[src/rtl/pwm_dac_pkg.sv]
// Shared definitions for the PWM audio DAC and anything that feeds it samples.
package pwm_dac_pkg;

  localparam int DEFAULT_CYCLES_PER_WINDOW = 32'd1024;
  localparam int DEFAULT_CODE_WIDTH        = 32'd10;
  localparam int DEFAULT_FIFO_DEPTH        = 32'd4;

  // Width of a counter that runs 0..cycles-1 (at least one bit).
  function automatic int cnt_width(input int cycles);
    return (cycles > 32'd1) ? $clog2(cycles) : 32'd1;
  endfunction

  // Width of a duty register that must hold the full-window value 'cycles'.
  function automatic int duty_width(input int cycles);
    return $clog2(cycles + 32'd1);
  endfunction

endpackage

[src/rtl/sync_fifo.sv]
// Single-clock first-word-fall-through FIFO; pointers carry one extra wrap bit
// so full and empty are distinguished without a separate counter.
module sync_fifo #(
  parameter int WIDTH = 8,
  parameter int DEPTH = 4
) (
  input  logic             clk,
  input  logic             rst,
  input  logic             wr_en,
  input  logic [WIDTH-1:0] din,
  output logic             full,
  input  logic             rd_en,
  output logic [WIDTH-1:0] dout,
  output logic             empty
);

  localparam int AW = $clog2(DEPTH);
  localparam logic [AW:0] PTR_ONE = {{AW{1'b0}}, 1'b1};

  logic [WIDTH-1:0] mem_r [DEPTH];
  logic [AW:0]      wr_ptr_r;
  logic [AW:0]      rd_ptr_r;
  logic             push_s;
  logic             pop_s;

  assign push_s = wr_en && !full;
  assign pop_s  = rd_en && !empty;
  assign empty  = (wr_ptr_r == rd_ptr_r);
  assign full   = (wr_ptr_r[AW] != rd_ptr_r[AW]) &&
                  (wr_ptr_r[AW-1:0] == rd_ptr_r[AW-1:0]);
  assign dout   = mem_r[rd_ptr_r[AW-1:0]];

  // Storage array: written on accepted pushes, contents need no reset.
  always_ff @(posedge clk) begin
    if (push_s) begin
      mem_r[wr_ptr_r[AW-1:0]] <= din;
    end
  end

  // Read/write pointers; reset flushes the FIFO to empty.
  always_ff @(posedge clk) begin
    if (rst) begin
      wr_ptr_r <= {(AW+1){1'b0}};
      rd_ptr_r <= {(AW+1){1'b0}};
    end else begin
      if (push_s) begin
        wr_ptr_r <= wr_ptr_r + PTR_ONE;
      end
      if (pop_s) begin
        rd_ptr_r <= rd_ptr_r + PTR_ONE;
      end
    end
  end

endmodule

[src/rtl/pwm_dac.sv]
// PWM audio DAC: buffers sample codes and plays one code per PWM window,
// holding the last duty (and flagging underrun) if the buffer runs dry.
module pwm_dac
  import pwm_dac_pkg::*;
#(
  parameter int CYCLES_PER_WINDOW = DEFAULT_CYCLES_PER_WINDOW,
  parameter int CODE_WIDTH        = DEFAULT_CODE_WIDTH,
  parameter int FIFO_DEPTH        = DEFAULT_FIFO_DEPTH
) (
  input  logic                  clk,
  input  logic                  rst,
  input  logic [CODE_WIDTH-1:0] code,
  input  logic                  code_valid,
  output logic                  code_ready,
  output logic                  pwm,
  output logic                  window_start,
  output logic                  underrun
);

  localparam int CNT_W  = cnt_width(CYCLES_PER_WINDOW);
  localparam int DUTY_W = duty_width(CYCLES_PER_WINDOW);

  localparam logic [CNT_W-1:0]  CNT_ZERO  = {CNT_W{1'b0}};
  localparam logic [CNT_W-1:0]  CNT_ONE   = {{(CNT_W-1){1'b0}}, 1'b1};
  localparam logic [CNT_W-1:0]  CNT_LAST  = CNT_W'(CYCLES_PER_WINDOW - 32'd1);
  localparam logic [DUTY_W-1:0] DUTY_ZERO = {DUTY_W{1'b0}};
  localparam logic [DUTY_W-1:0] DUTY_FULL = DUTY_W'(CYCLES_PER_WINDOW);

  logic [CNT_W-1:0]      cnt_r;
  logic [DUTY_W-1:0]     duty_r;
  logic [DUTY_W-1:0]     duty_next_s;
  logic                  pwm_r;
  logic                  window_start_r;
  logic                  underrun_r;
  logic                  wrap_s;
  logic                  push_s;
  logic                  pop_s;
  logic                  fifo_full_s;
  logic                  fifo_empty_s;
  logic [CODE_WIDTH-1:0] fifo_dout_s;

  assign wrap_s     = (cnt_r == CNT_LAST);
  assign code_ready = !fifo_full_s;
  assign push_s     = code_valid && !fifo_full_s && !rst;
  assign pop_s      = wrap_s && !fifo_empty_s;

  sync_fifo #(
    .WIDTH (CODE_WIDTH),
    .DEPTH (FIFO_DEPTH)
  ) u_fifo (
    .clk   (clk),
    .rst   (rst),
    .wr_en (push_s),
    .din   (code),
    .full  (fifo_full_s),
    .rd_en (pop_s),
    .dout  (fifo_dout_s),
    .empty (fifo_empty_s)
  );

  // Clamp codes above one full window to a constant-high duty.
  always_comb begin
    duty_next_s = DUTY_ZERO;
    if (32'(fifo_dout_s) > 32'(CYCLES_PER_WINDOW)) begin
      duty_next_s = DUTY_FULL;
    end else begin
      duty_next_s = DUTY_W'(fifo_dout_s);
    end
  end

  // Window counter, duty load at window end, sticky underrun and output registers.
  always_ff @(posedge clk) begin
    if (rst) begin
      cnt_r          <= CNT_ZERO;
      duty_r         <= DUTY_ZERO;
      pwm_r          <= 1'b0;
      window_start_r <= 1'b0;
      underrun_r     <= 1'b0;
    end else begin
      cnt_r          <= wrap_s ? CNT_ZERO : (cnt_r + CNT_ONE);
      pwm_r          <= (DUTY_W'(cnt_r) < duty_r);
      window_start_r <= (cnt_r == CNT_ZERO);
      if (pop_s) begin
        duty_r <= duty_next_s;
      end
      if (wrap_s && fifo_empty_s) begin
        underrun_r <= 1'b1;
      end
    end
  end

  assign pwm          = pwm_r;
  assign window_start = window_start_r;
  assign underrun     = underrun_r;

endmodule

[config.mk]
export PLATFORM = sky130hd
export DESIGN_NAME = pwm_dac
export DESIGN_NICKNAME = d
export VERILOG_FILES = /design/src/rtl/pwm_dac_pkg.sv /design/src/rtl/sync_fifo.sv /design/src/rtl/pwm_dac.sv
export SDC_FILE = /design/constraint.sdc
export NUM_CORES = 1
export LEC_CHECK = 0
export BUFFER_PORTS_ARGS = -buffer_cell sky130_fd_sc_hd__buf_4
export CORE_MARGIN = 5
export CORE_UTILIZATION = 50
export DETAILED_ROUTE_END_ITERATION = 7
export GPL_TIMING_DRIVEN = 0
export PLACE_DENSITY = 0.67
export SLEW_MARGIN = 20
export SYNTH_ARGS = -nofsm -noshare
export SYNTH_HDL_FRONTEND = slang
export SYNTH_SLANG_ARGS = --single-unit
[constraint.sdc]
create_clock -name clk -period 2.8 [get_ports clk]
set_clock_uncertainty 0.1 [all_clocks]
set_input_delay 0.56 -clock clk [delete_from_list [all_inputs] [get_ports clk]]
set_output_delay 0.56 -clock clk [all_outputs]
set_load 0.01 [all_outputs]
# == After elaboration in Yosys (flattened, before gate mapping) ==
# Memories as Yosys holds them, arrays and structs flattened. A register that Yosys moved wholly into a read port is not among the register bits.
# Index checks and enable logic that the tools add are counted.
# totals
reg_bits,19
ram_bits,40
input_bits,13
n_memories,1
# op_classes
n_addsub,3
order_cmp,1
n_eq_ne,4
mux,2
reduce_logical,12
# mem_list
memory,depth,word_bits,rd,rd_clocked_by_memory_dff,write_ports,line_no,source
u_fifo.mem_r,4,10,1,1,1,sync_fifo.sv:20,logic [WIDTH-1:0] mem_r [DEPTH];
# ops
operator,n
"10-bit by 1-bit adder with 10-bit output, second input constant",1
"10-bit == test, second input constant",1
10-bit zero test,1
10-bit less-than comparator,1
1-bit logical AND,7
"3-bit by 1-bit adder with 3-bit output, second input constant",2
3-bit == test,1
1-bit zero test,3
2-bit == test,1
1-bit 2-to-1 mux,2
2-bit OR reduction,1
1-bit inequality test,1

# == Depth between registers and ports, before layout ==
# logic_depth
word_depth,8
mapped_depth,6
depth_no_buf,6

# == Hierarchy ==
# A second synthesis with hierarchy kept.
# unflattened
cells_unflattened,247
area_unflattened_um2,3169.3
# by_module_without_submodules
module,instances,cells_each,area_per_inst_um2
sync_fifo,1,120,2016.9
pwm_dac,1,127,1152.4

# == Worst setup path before layout ==
# Ideal clock, no wire load.
# synth_path
path_kind,register to register
from,reg u_fifo.rd_ptr_r[0]
to,mem u_fifo.mem_r[3][0] (netlist bit) (enable)
setup_ns,0.390
arrival_ns,1.604
slack_ns,0.706
path_stages_with_launch,4
path_buffers,0
path_cell_list,dfxtp_1 xor2_1 o31ai_2 nor3_1
# synth_between
elab_chain_cells,8
# synth_lines
item,line_no,source
"start, declared",sync_fifo.sv:22,logic [AW:0] rd_ptr_r;
"start signal, assigned",sync_fifo.sv:44,rd_ptr_r <= {(AW+1){1'b0}};
"start signal, assigned",sync_fifo.sv:50,rd_ptr_r <= rd_ptr_r + PTR_ONE;
2-bit == test *,sync_fifo.sv:30,(wr_ptr_r[AW-1:0] == rd_ptr_r[AW-1:0]);
1-bit logical AND *,sync_fifo.sv:29,assign full = (wr_ptr_r[AW] != rd_ptr_r[AW]) &&
1-bit zero test *,"sync_fifo.sv:26, pwm_dac.sv:44",
1-bit logical AND (2 in series),pwm_dac.sv:44,assign push_s = code_valid && !fifo_full_s && !rst;
1-bit logical AND *,sync_fifo.sv:26,assign push_s = wr_en && !full;
1-bit 2-to-1 mux *,sync_fifo.sv:35,if (push_s) begin
1-bit 2-to-1 mux (implied by the code) *,sync_fifo.sv:36,mem_r[wr_ptr_r[AW-1:0]] <= din;
"end, declared",sync_fifo.sv:20,
# Every way passes the cells marked *; elsewhere a longest branch is shown, timed or not.

# == Final worst setup path ==
# layout_path
from,reg u_fifo.rd_ptr_r[0]
to,out code_ready
# layout_between
elab_chain_cells,3
# layout_lines
item,line_no,source
2-bit == test,sync_fifo.sv:30,
1-bit logical AND,sync_fifo.sv:29,
1-bit zero test,pwm_dac.sv:43,assign code_ready = !fifo_full_s;
"end, declared",pwm_dac.sv:14,"output logic code_ready,"
# Every way passes these cells.

==> implementation parameters <==
Parameter                              Value

Clock network
  Post-CTS sizing ... 0
  Clock latency reported for the late side of the worst-skew pair ... 0.33 ns
  Clock tree from TritonCTS ... done
  Clock sink count ... 69
  H-tree levels ... 3
  Root buffer selected by CTS ... clkbuf_8
  Hold-fix buffer count after cts ... 0
  Number of setup buffers added after CTS ... 0
  Maximum count of clock buffers along a single path ... 2
  TritonCTS buffer count ... 9
  Clk slew on worst S/H paths ... 0.07 ns

Yosys
  Post-synthesis average cell area ... 12.8 sq um
  Multiplexer share of the synthesized area ... 0.0793
  Synth Flop Type ... edfxtp_1
  Synth top cells by count ... 40 x edfxtp_1, 29 x dfxtp_1, 19 x a21oi_1, 16 x ha_1, 16 x inv_1
  Fraction of synthesis flops using an asynchronous set or reset pin ... 0
  Number of distinct library cells after synthesis ... 36
  Largest family of logic cells by synthesized area ... simple AND/OR/NAND/NOR gates
  Post-synthesis register bit count ... 69
  Cell accounting for the most synthesized area ... edfxtp_1
  Synth warn ... 0
  Fraction of the mapped netlist area in adder cells ... 0.0675
  Syn Std Cell Area ... 0.00297 sq mm
  Post-Synthesis Net Count ... 260
  Most area-consuming cells after synthesis ... edfxtp_1 41%, dfxtp_1 20%, mux4_2 7.6%
  Post-synthesis share of cell area spent on and, or, nand and nor gates ... 0.109
  Sequential-to-total area share from yosys stat ... 0.601
  Area share of xor/xnor cells in the synthesized design ... 0.0354
  Number of enable-type register cells in the synthesized netlist ... 40
  Area share of the leading cell type in the synthesized netlist ... 0.405
  Number of standard cells after synthesis ... 231
  Synth Area in Compound Gates ... 0.0751
  Dominant cell by count in the synthesized netlist ... edfxtp_1

Timing
  Worst slew margin relative to its limit ... 0.627
  Fin Hold WS ... 0.321 ns
  Total count of hold-check failures in the final report ... 0
  Final setup vio count ... 0
  Post-route setup slack ... 0.680 ns
  Final Slew Violations ... 0
  Setup TNS ... 0 ns
  Period Utilization, post-route ... 0.757
  Actual transition at the worst max-transition pin ... 0.560 ns
  Unrepaired setup endpoints after global routing ... no
  Fmax ... 472 MHz
  Post-layout minimum cycle time ... 2.12 ns

Route
  Overall via count from detail_route ... 1,781
  Violation count after the first detailed-route iteration ... 111
  Via/cell ratio ... 5.27
  Number of optimization iterations in the first detailed-route pass ... 4
  Drt total wl ... 5.05 mm
  Remaining routing DRC violations ... 0
  Final ANT Viol Nets ... 0
  Average wire per standard cell ... 14.9 microns

Finish
  Area used by multi-input combinational logic ... 0.00109 sq mm
  Area growth, synth to finish ... 15.4%
  Antenna cells ... 0
  Number of nets at the end of the flow ... 287
  Area used by sequential logic in the layout ... 0.00178 sq mm
  Final Cell Area ... 0.00342 sq mm
  Layout cell share with drive strength beyond 1 ... 0.179
  Number of fill cells in the layout ... 475

Setup path
  Required time reported for the critical path endpoint ... 2.14 ns
  RR Startpoint ... u_fifo.rd_ptr_r[0]
  Critical Path Source ... u_fifo.rd_ptr_r[0]
  Kind of launch point of the worst setup path ... register
  Type of the worst setup path ... register to output port
  Data arrival time of the worst path ... 1.46 ns
  Element type at the critical path end ... output port
  Worst-path maximum fanout ... 5

Global routing
  Vias in the first global route ... 1,859
  Residual overflow from global routing ... 0
  Global-route wire length before repair ... 8.81 mm
  Pin count of the biggest net entering global routing ... 13
  Antenna violations before repair ... 0
  Overall routing resource usage ... 0.153

Pwr
  Leakage dissipation ... 1.18 nW
  Pint ... 0.00174 W
  Fraction of power consumed by combinational cells ... 0.055
  Maximum resistive drop on vdd ... 441 uV
  Relative contribution of the clock network to total power ... 0.437
  Switching Fraction ... 0.207
  Power density over the cells ... 641 mW/mm^2
  Power share of the sequential group ... 0.508
  Net switching power ... 0.000455 W
  Post-route total power ... 0.00219 W

Die
  Area of the core ... 0.00585 sq mm
  Die Outline Area ... 0.00757 sq mm
  Die width ... 87.0 microns
  Count of pins on the block boundary ... 17
  Num rows ... 28
  Chip Height ... 87.0 microns
  Initial cell density of the core ... 0.507

Flow run
  Max-cap violations ... 0

Placed design
  Detail Placement HPWL ... 3.54 mm
  DP Area ... 0.00318 sq mm
  Post-place setup slack ... 0.684 ns
  Weighted congestion at the end of routability-driven global placement ... 0.764
  Port bufs ... 15

Min path
  Hold_sp ... code[6]
  Hold WC Path Type ... primary input to register

Run status
  Outcome ... completed
-- logic make-up (layout without fill, tap and decap cells) --
family | Yosys count | count (layout)
and+or+nand+nor | 58 | 58
xor gates and xnor gates | 12 | 12
DFF | 69 | 69
AOI/OAI and AO/OA | 40 | 40
adders and majority gates | 16 | 16
muxes | 11 | 11
buffers and inverters | 25 | 57
-- sequential cells by signal, summed over array words and instances, names as in the netlist --
signal / cells
cnt_r: 10
duty_r: 10
pwm: 1
u_fifo.mem_r: 40
u_fifo.rd_ptr_r: 3
u_fifo.wr_ptr_r: 3
underrun: 1
window_start: 1
-- power groups by stage --
stage,Sequential (W),Combinational (W),Clock (W)
2_1_floorplan,0.00114,0.0000744,0
3_3_place_gp,0.00114,0.000119,0
3_5_place_dp,0.00114,0.000122,0
4_1_cts,0.00112,0.000123,0.000978
5_1_grt,0.00112,0.000138,0.00103
6_report,0.00111,0.000120,0.000959
-- per-stage QoR --
stage	instances	util
after floorplan	231	-
after global placement	321	0.542
after detailed placement	322	0.544
after CTS	338	0.585
after global routing	338	0.585
final	338	0.585
-- cell type report --
| type | count | share of cell area |
|---|---|---|
| Buffer | 9 | 0.0106 |
| Clock buffer | 10 | 0.0373 |
| Clock inverter | 6 | 0.0325 |
| Inverter | 16 | 0.0175 |
| Multi-Input combinational cell | 137 | 0.319 |
| Sequential cell | 69 | 0.520 |
| Tap cell | 75 | 0.0274 |
| Timing Repair Buffer | 16 | 0.0351 |
-- layout by cell type (no fill, tap or decap), types with 3 or more instances in the layout --
cell	n
a21oi_1	19
clkbuf_8	9
xnor2_1	7
buf_4	16
dfxtp_1	29
nand3_1	13
o21ai_0	14
nand4_1	3
or3_1	5
and2_1	3
xor2_1	5
clkbuf_1	8
ha_1	16
bufinv_16	3
nor2_1	14
nand2_1	4
inv_1	16
mux4_2	10
nor3_1	4
edfxtp_1	40
-- routing by layer --
metal	GRT usage	wire length, microns
met1	0.192	2380
met2	0.244	2410
met3	0.0407	173
met4	0.0751	78
met5	0	0
-- worst paths after layout --
kind | end | slack [ns] | cells after the start
min reg2reg | duty_r[0] | 0.38 | 2
min | u_fifo.mem_r[1][6] | 0.32 | 1
max reg2reg | u_fifo.mem_r[0][8] | 0.70 | 4
max | code_ready | 0.68 | 3
-- critical path, stage by stage, from the launching register on --
cell and delay [ns]:
dfxtp_1 0.48, xor2_1 0.18, or3_1 0.33, buf_4 0.15
Note: power is estimated with default switching activity, not from simulation.
